==> src/rtl/stream_pkg.sv <==
// Shared definitions for the stream demux: slot state encoding, counter limits
// and a constant clog2 used to size the channel select.
package stream_pkg;

    typedef logic [0:0] slot_state_t;

    localparam slot_state_t SLOT_EMPTY = 1'b0;
    localparam slot_state_t SLOT_FULL  = 1'b1;

    localparam logic [7:0] DROP_MAX = 8'hFF;

    // Ceiling log2 with a floor of 1 so a select port always has at least one bit.
    function automatic int clog2(input int value);
        int result;
        int v;
        result = 0;
        v = value - 1;
        while (v > 0) begin
            result = result + 1;
            v = v >> 1;
        end
        if (result < 1) result = 1;
        return result;
    endfunction

endpackage

==> src/rtl/demux_slot.sv <==
// One output channel of the demux: a one-deep register slot with EMPTY/FULL state.
// A load while FULL is only issued by the parent when the slot unloads the same cycle.
module demux_slot
    import stream_pkg::*;
#(
    parameter int WIDTH = 8
) (
    input  logic             clk,
    input  logic             rst,
    input  logic             load,
    input  logic [WIDTH-1:0] load_data,
    input  logic             out_ready,
    output slot_state_t      state,
    output logic [WIDTH-1:0] data
);

    slot_state_t      state_q;
    logic [WIDTH-1:0] data_q;

    always_ff @(posedge clk or posedge rst) begin
        if (rst) begin
            state_q <= SLOT_EMPTY;
            data_q  <= '0;
        end else begin
            if (load) begin
                state_q <= SLOT_FULL;
                data_q  <= load_data;
            end else if (state_q == SLOT_FULL && out_ready) begin
                // data_q keeps its last value after draining
                state_q <= SLOT_EMPTY;
            end
        end
    end

    assign state = state_q;
    assign data  = data_q;

endmodule

==> src/rtl/stream_demux.sv <==
// Routes one upstream valid/ready stream to CHANNELS independent one-deep output slots;
// words addressed beyond the last channel are accepted, discarded and counted.
module stream_demux
    import stream_pkg::*;
#(
    parameter int WIDTH    = 8,
    parameter int CHANNELS = 4,
    localparam int SEL_W   = clog2(CHANNELS)
) (
    input  logic                      clk,
    input  logic                      rst,
    input  logic                      in_valid,
    output logic                      in_ready,
    input  logic [WIDTH-1:0]          in_data,
    input  logic [SEL_W-1:0]          in_sel,
    output logic [CHANNELS-1:0]       out_valid,
    input  logic [CHANNELS-1:0]       out_ready,
    output logic [WIDTH*CHANNELS-1:0] out_data,
    output logic [7:0]                drop_count
);

    // Handshake: a word moves when valid && ready at a rising edge; ready never
    // looks at valid, and a valid word is held stable by its source until it moves.

    localparam logic [SEL_W:0] CH_LIMIT = CHANNELS[SEL_W:0];

    logic                sel_in_range;
    logic                sel_blocked;
    logic                accept;
    logic                drop_event;
    logic [CHANNELS-1:0] sel_onehot;
    logic [CHANNELS-1:0] slot_load;
    slot_state_t         slot_state [CHANNELS];

    assign sel_in_range = ({1'b0, in_sel} < CH_LIMIT);

    always_comb begin
        sel_blocked = 1'b0;
        sel_onehot  = '0;
        for (int k = 0; k < CHANNELS; k++) begin
            if (in_sel == SEL_W'(k)) begin
                sel_onehot[k] = 1'b1;
                sel_blocked   = out_valid[k] && !out_ready[k];
            end
        end
    end

    // Out-of-range selects are always takeable so the stream never wedges on them.
    assign in_ready   = !rst && (!sel_in_range || !sel_blocked);
    assign accept     = in_valid && in_ready;
    assign slot_load  = sel_onehot & {CHANNELS{accept}};
    assign drop_event = accept && !sel_in_range;

    for (genvar k = 0; k < CHANNELS; k++) begin : g_slot
        demux_slot #(
            .WIDTH (WIDTH)
        ) u_slot (
            .clk       (clk),
            .rst       (rst),
            .load      (slot_load[k]),
            .load_data (in_data),
            .out_ready (out_ready[k]),
            .state     (slot_state[k]),
            .data      (out_data[k*WIDTH +: WIDTH])
        );
        assign out_valid[k] = (slot_state[k] == SLOT_FULL);
    end

    always_ff @(posedge clk or posedge rst) begin
        if (rst) begin
            drop_count <= '0;
        end else if (drop_event && drop_count != DROP_MAX) begin
            drop_count <= drop_count + 8'd1;
        end
    end

endmodule
==> config.mk <==
export PLATFORM = sky130hd
export DESIGN_NAME = stream_demux
export DESIGN_NICKNAME = d
export VERILOG_FILES = /design/src/rtl/stream_pkg.sv /design/src/rtl/demux_slot.sv /design/src/rtl/stream_demux.sv
export SDC_FILE = /design/constraint.sdc
export NUM_CORES = 1
export LEC_CHECK = 0
export ABC_CLOCK_PERIOD_IN_PS = 5200
export BUFFER_PORTS_ARGS = -buffer_cell sky130_fd_sc_hd__buf_2
export CORE_MARGIN = 1.5
export CORE_UTILIZATION = 51
export CTS_BUF_LIST = sky130_fd_sc_hd__clkbuf_16
export CTS_CLUSTER_SIZE = 28
export DETAILED_ROUTE_END_ITERATION = 6
export GPL_TIMING_DRIVEN = 0
export PLACE_DENSITY_LB_ADDON = 0.12
export SLEW_MARGIN = 0
export SYNTH_ARGS = -nofsm -noshare
export SYNTH_HDL_FRONTEND = slang
export SYNTH_SLANG_ARGS = --single-unit
==> constraint.sdc <==
create_clock -name clk -period 5.2 [get_ports clk]
set_clock_uncertainty 0.15 [all_clocks]
set_input_delay 1.56 -clock clk [delete_from_list [all_inputs] [get_ports clk]]
set_output_delay 1.56 -clock clk [all_outputs]
set_load 0.05 [all_outputs]
# Word-level counts from Yosys, hierarchy flattened
# Cells that the tools add are included.
# Widths: inputs -> output; s select.
op_classes:
  n_mul: 0
  n_div: 0
  bitwise_logic: 1
  n_eq_ne: 3
  muxes: 16
  n_addsub: 0
  n_reduce_logical: 21
  n_shift: 0
  n_lt_le_gt_ge: 0
op_table:
  columns: ["operator", "n"]
  rows:
  - ["$mux 1", 16]
  - ["$logic_and 1x1->1", 10]
  - ["$reduce_bool 2->1", 4]
  - ["$logic_not 1->1", 6]
  - ["$and 4x4->4", 1]
  - ["$eq 2x2->1 const B", 2]
  - ["$eq 2x1->1 const B", 1]
  - ["$logic_not 2->1", 1]
totals:
  out_inout_bits: 45
  inputBits: 17
  n_memories: 0
  ramBits: 0
  register_bits: 36
  romBits: 0
  latch_bits: 0
  elab_cells: 49

# Longest topological paths before layout
# Gate-level depths: netlist (run 1).
logic_depth:
  ltp_word: 11
  mapped_depth: 4
  mapped_depth_nobuf: 3

# Modules after synthesis
# From an unflattened synthesis (run 1), not the netlist that was laid out.
unflattened:
  cells_unflattened: 110
  area_unflattened_um2: 1670.4
modules_own_cells:
  columns: ["mod", "seq_area_each_um2", "instances", "area_per_inst_um2", "cells_each"]
  rows:
  - ["demux_slot", 225.2, 4, 372.9, 21]
  - ["stream_demux", 0.0, 1, 178.9, 26]

# Least setup slack after synthesis (run 1)
# No wires, ideal clock.
synth_path:
  kind: "input to output"
  startpoint: "in in_sel[0]"
  endpoint: "out in_ready"
  arrival_time_ps: 3361
  path_stages: 4
  required_time_ps: 3490
  path_buffers: 1
  setup_slack_ps: 129
  path_cell_list: "clkbuf_8 > or3b_2 > a21oi_1 > nor4_1"
synth_between:
  elab_chain_cells: 7
  elab_cells_between_ends: 10
  cone_classes: "eq/ne: 3; mux: 4; reduce/logical: 3"
synth_rtl:
  columns: ["item", "line", "source"]
  rows:
  - ["start: declaration", "stream_demux.sv:15", "input logic [SEL_W-1:0] in_sel,"]
  - ["$logic_not 2->1", "stream_demux.sv:41", "if (in_sel == SEL_W'(k)) begin"]
  - ["$mux 1 (3 in series)", "stream_demux.sv:41", null]
  - ["$mux 1 (*)", "stream_demux.sv:41", null]
  - ["$logic_not 1->1 (*)", "stream_demux.sv:49", "assign in_ready = !rst && (!sel_in_range || !sel_blocked);"]
  - ["$logic_and 1x1->1 (*)", "stream_demux.sv:49", null]
  - ["end: declaration", "stream_demux.sv:13", "output logic in_ready,"]
# Every way passes the cells marked *; elsewhere a longest branch is shown, timed or not.

# Worst setup path after layout (run 1)
# Ends and elaborated chain as after synthesis.

==> flow_summary.json, run 1 <==
{
  "status": "finished clean",
  "post_cts_resized": 0,
  "synth.top_cells.by_count": "dfrtp_1 (36), mux2_2 (30), buf_4 (13), nand2_1 (5), nand2b_1 (3)",
  "track_usage_pct": 19.25,
  "drt_iter0_drc": 12,
  "criticalPathCategory": "in -> out",
  "grt_max_degree": 37,
  "pwr-share-clk_pct": 30.7,
  "synth_most_common_cell": "dfrtp_1",
  "cts.path.max_buffers": 2,
  "die-area_mm2": 0.003447,
  "drt-pass1-iter-count": 2,
  "start_util_pct": 52.71,
  "rows": 20,
  "netlist_top_cells_area": "dfrtp_1 (57%), mux2_2 (21%), buf_4 (6.2%)",
  "clock-sinks": 36,
  "yosysSeqAreaShare_pct": 56.92,
  "portBuffers": 51,
  "antenna_found_initial": 0,
  "synth_flop_cell": "dfrtp_1",
  "cap_violations": 0,
  "cts_setup_buffers": 0,
  "cts_tree": "yes",
  "drc": 0,
  "hold_viol_final": 0,
  "avgSynthCellArea_um2": 14.79,
  "fin_crit_sh_pct": 82.77,
  "tightest_slew_ns": 0.7248,
  "p_leak_nw": 1.058,
  "vias_per_cell": 4.981,
  "synth_top_cell_by_area": "dfrtp_1",
  "synth_area_mm2": 0.001583,
  "setup_violations": 0,
  "area_delta_synth_final_pct": 30.75,
  "clockRootBuffer": "clkbuf_16",
  "fin_crit_ns": 4.304,
  "synthCells": 107,
  "worstSetupStartpointType": "input pin",
  "layout-drive-gt1-share_pct": 64.74,
  "critPathMaxFanout": 9,
  "holdCritPathClass": "reg -> reg",
  "ant_nets": 0,
  "drt_wl_total_um": 2955,
  "ctsHoldBuffers": 0,
  "max_freq_mhz": 232.3,
  "core_area_mm2": 0.003003,
  "grt_pass1_vias": 1035,
  "internal_power_mw": 0.6550,
  "synth_top_area_share_pct": 56.92,
  "finalSetupTns_ns": 0,
  "ir_drop_uv": 348.6,
  "synth_cell_types": 23,
  "routed-via-count": 1026,
  "die_w_um": 58.71,
  "fin_nets": 189,
  "dp_hpwl_um": 2093,
  "pwr_density_cell_mw_per_mm2": 512.3,
  "placed_cell_area_mm2": 0.001906,
  "critPathCaptureType": "primary output",
  "yosys_warnings": 0,
  "gp_congestion": 0.7491,
  "numCtsBuffers": 5,
  "cts_max_level": 2,
  "rsz0062_at_grt": "no",
  "synth-edff-count": 0,
  "die_y_um": 58.71,
  "max_slew_margin_pct": 51.61,
  "ys_seq_elements": 36,
  "clk_latency_ns": 0.27,
  "async_reset_ff_share_pct": 100.0,
  "grt_pass1_wl_um": 4726,
  "cp_data_arrival_time_ns": 2.59,
  "routedWlPerCell_um": 14.34,
  "swShare_pct": 38.22,
  "comb_power_share_pct": 34.9,
  "p_switching_mw": 0.4052,
  "slew_violations": 0,
  "clkSlewWorstSetupHoldPaths_ns": 0.05,
  "seqPwrFrac_pct": 34.4,
  "diodes": 0,
  "hold_slack_ns": 0.3470,
  "grt_overflow": 0,
  "io_pins": 62,
  "crit_required_ns": 3.49,
  "fin_area_mm2": 0.002069
}
==> critical path, cell delays in order <==
cell      delay, ns
clkbuf_8       0.15
or3b_2         0.48
a21oi_1        0.14
nor4_1         0.06
buf_2          0.21
==> worst paths after layout <==
check                                                end  slack [ns]                startpoint  cells past startpoint
worst max-delay path                            in_ready        0.90                 in_sel[0]                      5
min in group asynchronous         g_slot[2].u_slot.state        1.29                       rst                      2
worst min-delay path            g_slot[3].u_slot.data[0]        0.35  g_slot[3].u_slot.data[0]                      1
max in group asynchronous       g_slot[2].u_slot.data[5]        3.15                       rst                      2
worst max register to register  g_slot[3].u_slot.data[7]        3.70    g_slot[3].u_slot.state                      3
worst min register to register  g_slot[3].u_slot.data[0]        0.35  g_slot[3].u_slot.data[0]                      1
==> sequential cells by signal, summed over array words and instances, names as in the netlist <==
register	count
g_slot.u_slot.data	32
g_slot.u_slot.state	4
==> stage by stage <==
step	worst slack [ns]	util, %	total power, mW	cells
6_report	0.8960	68.92	1.060	206
2_1_floorplan	0.1291	-	0.6573	114
3_5_place_dp	0.9028	63.46	0.7405	198
5_1_grt	0.8293	68.92	1.102	206
3_3_place_gp	0.8909	63.46	0.7313	198
4_1_cts	0.9004	68.92	1.072	206
==> layout make-up <==
type / instances / area (um2)
fill: 226 / 933.4
inverter: 1 / 3.754
tap: 33 / 41.29
clock inverter: 3 / 38.79
multi-input combinational: 62 / 581.8
timing repair buffer: 51 / 255.2
buffer: 15 / 122.6
sequential: 36 / 900.9
clock buffer: 5 / 125.1
==> cells by family after synthesis <==
kind of cell	synth area share (%)
buffers and inverters	7.983
AND/OR/NAND/NOR	11.46
multiplexers	22.77
flip-flops	56.92
AO/OA/AOI/OAI	0.6318
other	0.2369
==> placed cells by master (no fill, tap or decap), drive strengths merged <==
cell type  synthesis  final
a21oi              1      1
buf               14     65
bufinv             0      1
clkbuf             1      6
clkinv             0      1
conb               1      8
dfrtp             36     36
inv                1      2
mux2              32     32
nand2              5      5
nand2b             3      3
nand3              1      1
nand3b             1      1
nand4              1      1
nand4b             2      2
nor2               2      2
nor2b              1      1
nor3b              1      1
nor4               1      1
o21ai              1      1
or2b               1      1
or3b               1      1
==> power by group through the flow <==
stage	Combinational, mW	Clock (mW)	Sequential, mW
after detailed placement	0.372	0	0.368
after global placement	0.367	0	0.365
after global routing	0.386	0.344	0.372
after CTS	0.373	0.335	0.365
after floorplan	0.0938	0	0.564
final	0.370	0.326	0.365
==> per-layer routing <==
metal / GRT usage [%] / up-vias / wire length (um)
met5: 0 / - / 0
met4: 6.818 / 0 / 31
met3: 7.033 / 4 / 183
met2: 34.67 / 40 / 1516
met1: 20.70 / 501 / 1223
li1: - / 481 / -
No activity file was read; power rests on OpenSTA's default activity.
==> inputs of run 2 (changes only) <==
--- a/config.mk
+++ b/config.mk
@@ -5,10 +5,10 @@
 export SDC_FILE = /design/constraint.sdc
 export NUM_CORES = 1
 export LEC_CHECK = 0
-export ABC_CLOCK_PERIOD_IN_PS = 5200
+export ABC_CLOCK_PERIOD_IN_PS = 4400
 export BUFFER_PORTS_ARGS = -buffer_cell sky130_fd_sc_hd__buf_2
 export CORE_MARGIN = 1.5
-export CORE_UTILIZATION = 51
+export CORE_UTILIZATION = 48
 export CTS_BUF_LIST = sky130_fd_sc_hd__clkbuf_16
 export CTS_CLUSTER_SIZE = 28
 export DETAILED_ROUTE_END_ITERATION = 6
==> constraint.sdc (replaced) <==
create_clock -name clk -period 4.4 [get_ports clk]
set_clock_uncertainty 0.15 [all_clocks]
set_input_delay 1.32 -clock clk [delete_from_list [all_inputs] [get_ports clk]]
set_output_delay 1.32 -clock clk [all_outputs]
set_load 0.05 [all_outputs]
==> run 2 against run 1 <==
  * Worst setup slack got worse by 0.34 ns
  * Clock power decreased by 3%
  * Sequential power increased by 18%
  * Sequential cell count unchanged
  * Sequential share of layout area increased by 0.21 points
  * Die area increased by 5.9%
  * Power increased by 12%
  * Register-to-register slack got worse by 0.82 ns
  * First-iteration DRC count increased to 2.6 times the previous value
  * Non-clock buffer count unchanged
  * Via count decreased by 1.4%
  * Largest cell class unchanged
  * Highest routed layer unchanged
==> flow_summary.json, run 2 (same netlist as run 1, synthesis figures left out) <==
{
  "pwr-share-clk_pct": 26.8,
  "ir_drop_uv": 441.9,
  "cp.buffers_inverters": 2,
  "fin_crit_ns": 3.846,
  "fillers": 253,
  "diodes": 0,
  "grt_pass1_wl_um": 4471,
  "grt_util_met3_pct": 3.838,
  "grt_pass1_vias": 951,
  "drt_wl_total_um": 2906,
  "swShare_pct": 39.71,
  "clkSlewWorstSetupHoldPaths_ns": 0.05,
  "fin_util_pct": 66.37,
  "fin_nets": 189,
  "grt_max_degree": 37,
  "fin_crit_sh_pct": 87.42,
  "core_area_mm2": 0.003103,
  "status": "finished clean",
  "gr-usage-met2_pct": 31.37,
  "final_common_cell": "buf_2",
  "vias_per_cell": 4.685,
  "r2r-end": "g_slot[3].u_slot.data[3]",
  "ctsHoldBuffers": 0,
  "critPathSlowestCell": "or3b_2",
  "start_util_pct": 51.01,
  "seqPwrFrac_pct": 36.2,
  "drt_iter0_drc": 31,
  "p_switching_mw": 0.4701,
  "critPathMaxFanout": 9,
  "reg2reg_slack_ns": 2.88,
  "track_usage_pct": 17.29,
  "final_cell_mix": "buf_2 (51), dfrtp_1 (36), mux2_2 (30)",
  "antenna_found_initial": 0,
  "die_w_um": 60.43,
  "hold_depth": 1,
  "criticalPathCategory": "in -> out",
  "holdCritPathClass": "reg -> reg",
  "dp_hpwl_um": 2094,
  "rows": 20,
  "die_y_um": 60.43,
  "routedWlPerCell_um": 13.45,
  "numCtsBuffers": 5,
  "cts.path.max_buffers": 2,
  "finalSetupTns_ns": 0,
  "tightest_slew_ns": 0.7249,
  "drc": 0,
  "max_slew_margin_pct": 51.61,
  "p_leak_nw": 1.045,
  "io_pins": 62,
  "grtUsageMet1_pct": 19.55,
  "path_cells": "clkbuf_8 -> or3b_2 -> a21oi_1 -> nor4_2 -> buf_2",
  "slowest_delay_ns": 0.47,
  "reg2reg_from": "g_slot[3].u_slot.state",
  "pwr_density_cell_mw_per_mm2": 574.7,
  "clockRootBuffer": "clkbuf_16",
  "drt-pass1-iter-count": 4,
  "crit_required_ns": 2.93,
  "die-area_mm2": 0.003651,
  "cap_violations": 0,
  "clk_latency_ns": 0.27,
  "area_delta_synth_final_pct": 30.12,
  "crit_family": "simple AND/OR/NAND/NOR gates",
  "setup_violations": 0,
  "routed-via-count": 1012,
  "cts_max_level": 2,
  "post_cts_resized": 0,
  "gp_congestion": 0.7399,
  "ant_nets": 0,
  "busiest_layer": "met2",
  "critPathCaptureType": "primary output",
  "holdPathEnd": "g_slot[0].u_slot.data[2]",
  "max_freq_mhz": 260.0,
  "internal_power_mw": 0.7136,
  "hold_viol_final": 0,
  "hold_start": "g_slot[0].u_slot.data[2]",
  "grt_overflow": 0,
  "largest_reg_flops": 32,
  "rsz0062_at_grt": "no",
  "slew_violations": 0,
  "portBuffers": 51,
  "clock-sinks": 36,
  "worstSetupStartpointType": "input pin",
  "cp_data_arrival_time_ns": 2.38,
  "cts_tree": "yes",
  "layout-drive-gt1-share_pct": 65.12,
  "cts_setup_buffers": 0,
  "reg2regPathDepth": 3,
  "comb_power_share_pct": 37.0
}
-- run 2: worst max path at each step --
stage              start       end  slack, ns  cells after the start
5_1_grt        in_sel[0]  in_ready       0.54                      5
3_3_place_gp   in_sel[0]  in_ready       0.58                      5
3_5_place_dp   in_sel[0]  in_ready       0.55                      5
2_1_floorplan  in_sel[0]  in_ready       0.37                      4
4_1_cts        in_sel[0]  in_ready       0.55                      5
6_report       in_sel[0]  in_ready       0.55                      5
-- run 2: metal layers --
layer	vias up	part of all wire [%]
li1	481	-
met1	493	41
met2	33	53
met3	5	4.9
met4	0	1.2
met5	-	0
-- run 2: power groups by stage --
stage	sequential, mW	clock, mW	combinational, mW
global placement	0.431	0	0.435
floorplan	0.666	0	0.111
finish	0.429	0.317	0.438
CTS	0.430	0.325	0.441
detailed placement	0.434	0	0.440
global route	0.437	0.337	0.456
-- run 2: worst reg2reg max path, stage by stage (launching register included) --
cell and delay [ns]:
dfrtp_1 0.34, or2b_2 0.35, nand4_4 0.20, mux2_2 0.36
-- run 2: stage by stage --
step                      setup slack, ns  area [um2]  hold slack [ns]  total power, mW  instances
after floorplan                    0.3716        1615           0.3818           0.7772        114
after global placement             0.5771        1926           0.3232           0.8658        209
after detailed placement           0.5475        1926           0.3255           0.8747        209
after CTS                          0.5462        2059           0.3369            1.196        216
after global routing               0.5396        2059           0.3559            1.229        216
final                              0.5537        2059           0.3318            1.184        216
-- run 2: layout make-up --
type | instances | area, um2 | area share (%)
repair buffers | 51 | 255.2 | 12.39
multi-input cells | 62 | 588.1 | 28.55
flip-flops and latches | 36 | 900.9 | 43.74
plain buffers | 15 | 122.6 | 5.954
clock buffers | 5 | 125.1 | 6.075
clock inverters | 2 | 8.758 | 0.4253
inverters | 1 | 3.754 | 0.1823
well taps | 44 | 55.05 | 2.673
==> inputs of run 3 (changes only) <==
--- a/config.mk
+++ b/config.mk
@@ -7,14 +7,14 @@
 export LEC_CHECK = 0
 export ABC_CLOCK_PERIOD_IN_PS = 4400
 export BUFFER_PORTS_ARGS = -buffer_cell sky130_fd_sc_hd__buf_2
-export CORE_MARGIN = 1.5
+export CORE_MARGIN = 2
 export CORE_UTILIZATION = 48
 export CTS_BUF_LIST = sky130_fd_sc_hd__clkbuf_16
+export CTS_CLUSTER_DIAMETER = 200
 export CTS_CLUSTER_SIZE = 28
 export DETAILED_ROUTE_END_ITERATION = 6
 export GPL_TIMING_DRIVEN = 0
 export PLACE_DENSITY_LB_ADDON = 0.12
-export SLEW_MARGIN = 0
 export SYNTH_ARGS = -nofsm -noshare
 export SYNTH_HDL_FRONTEND = slang
 export SYNTH_SLANG_ARGS = --single-unit
==> run 3 against run 2 <==
  * First-iteration DRC count fell by 6.5%
  * Core utilization increased by 0.081 points
  * Clock power increased by 2%
  * Register-to-register slack better by 0.02 ns
  * Critical endpoint unchanged
  * Largest cell class unchanged
  * Highest routed layer unchanged
==> flow_summary.json, run 3 (same netlist as run 1, synthesis figures left out) <==
{
  "status": "finished clean",
  "post_cts_resized": 0,
  "diodes": 0,
  "area_delta_synth_final_pct": 30.28,
  "clock-sinks": 36,
  "die_w_um": 61.43,
  "cts_tree": "yes",
  "start_util_pct": 51.01,
  "ant_nets": 0,
  "drt_wl_total_um": 3097,
  "final_cell_mix": "buf_2 (51), dfrtp_1 (36), mux2_2 (30)",
  "cts_max_level": 2,
  "layout-drive-gt1-share_pct": 64.16,
  "crit_required_ns": 2.93,
  "cts.path.max_buffers": 2,
  "pwr_density_cell_mw_per_mm2": 578.9,
  "critPathCaptureType": "primary output",
  "grt_pass1_wl_um": 4809,
  "finalSetupTns_ns": 0,
  "cp.buffers_inverters": 2,
  "grt_pass1_vias": 1018,
  "holdCritPathClass": "reg -> reg",
  "worstSetupStartpointType": "input pin",
  "clk_latency_ns": 0.27,
  "drt_iter0_drc": 29,
  "path_cells": "clkbuf_8 -> or3b_2 -> a21oi_1 -> nor4_2 -> buf_2",
  "cp_data_arrival_time_ns": 2.36,
  "rows": 20,
  "setup_violations": 0,
  "drc": 0,
  "numCtsBuffers": 5,
  "grt_overflow": 0,
  "fin_crit_sh_pct": 87.10,
  "critPathMaxFanout": 9,
  "rsz0062_at_grt": "no",
  "clockRootBuffer": "clkbuf_16",
  "track_usage_pct": 18.62,
  "routed-via-count": 1009,
  "largest_reg_flops": 32,
  "drt-pass1-iter-count": 4,
  "max_slew_margin_pct": 52.15,
  "io_pins": 62,
  "die_y_um": 61.43,
  "portBuffers": 51,
  "cts_setup_buffers": 0,
  "fin_util_pct": 66.45,
  "grt_max_degree": 37,
  "fin_crit_ns": 3.832,
  "gp_congestion": 0.7035,
  "vias_per_cell": 4.650,
  "antenna_found_initial": 0,
  "ir_drop_uv": 307.6,
  "tightest_slew_ns": 0.7167,
  "routedWlPerCell_um": 14.27,
  "crit_family": "simple AND/OR/NAND/NOR gates",
  "hold_viol_final": 0,
  "ctsHoldBuffers": 0,
  "p_leak_nw": 1.048,
  "slew_violations": 0,
  "cap_violations": 0,
  "criticalPathCategory": "in -> out",
  "slowest_delay_ns": 0.46,
  "max_freq_mhz": 260.9,
  "core_area_mm2": 0.003103,
  "clkSlewWorstSetupHoldPaths_ns": 0.05,
  "die-area_mm2": 0.003773,
  "critPathSlowestCell": "or3b_2",
  "fin_nets": 189,
  "final_common_cell": "buf_2"
}
run 3: cell count changes in the layout (fill, tap and decap cells not counted):
| cell | delta |
|---|---|
| inv_1 | +1 |
| clkinv_2 | -1 |
| clkinv_1 | +1 |
run 3: per-layer routing:
metal	share of wire [%]	GRT usage, %	vias to the layer above
li1	-	-	480
met1	43	21.85	491
met3	5.0	5.042	2
met2	51	31.61	36
met4	0.55	9.119	0
met5	0	0	-
run 3: per-stage QoR:
stage	hold WS [ns]	instances	area [um2]	power, mW	setup WS [ns]
after floorplan	0.3818	114	1615	0.7772	0.3716
after global placement	0.3205	209	1926	0.8663	0.5599
after detailed placement	0.3303	209	1926	0.8779	0.5580
after CTS	0.3419	217	2062	1.206	0.5572
after global routing	0.3664	217	2062	1.243	0.5238
final	0.3352	217	2062	1.194	0.5677
run 3: path summary, 6_finish.rpt:
check / start / end / slack, ns / cells past startpoint
min: g_slot[0].u_slot.data[2] / g_slot[0].u_slot.data[2] / 0.34 / 1
max: in_sel[0] / in_ready / 0.57 / 5
min reg2reg: g_slot[0].u_slot.data[2] / g_slot[0].u_slot.data[2] / 0.34 / 1
max reg2reg: g_slot[3].u_slot.state / g_slot[3].u_slot.data[7] / 2.90 / 3
min in group asynchronous: rst / g_slot[0].u_slot.data[6] / 1.05 / 2
max in group asynchronous: rst / g_slot[2].u_slot.data[1] / 2.59 / 2
run 3: area by class of cell:
class,count,area [um2]
Fill cell,253,1041
Sequential cell,36,900.9
Multi-Input combinational cell,62,588.1
Timing Repair Buffer,51,255.2
Clock buffer,5,125.1
Buffer,15,122.6
Tap cell,44,55.05
Clock inverter,3,11.26
Inverter,1,3.754
run 3: where the power goes:
| group | switching [mW] | total, mW | internal, mW |
|---|---|---|---|
| clock network | 0.121 | 0.324 | 0.203 |
| registers | 0.0328 | 0.431 | 0.399 |
| logic | 0.326 | 0.438 | 0.112 |
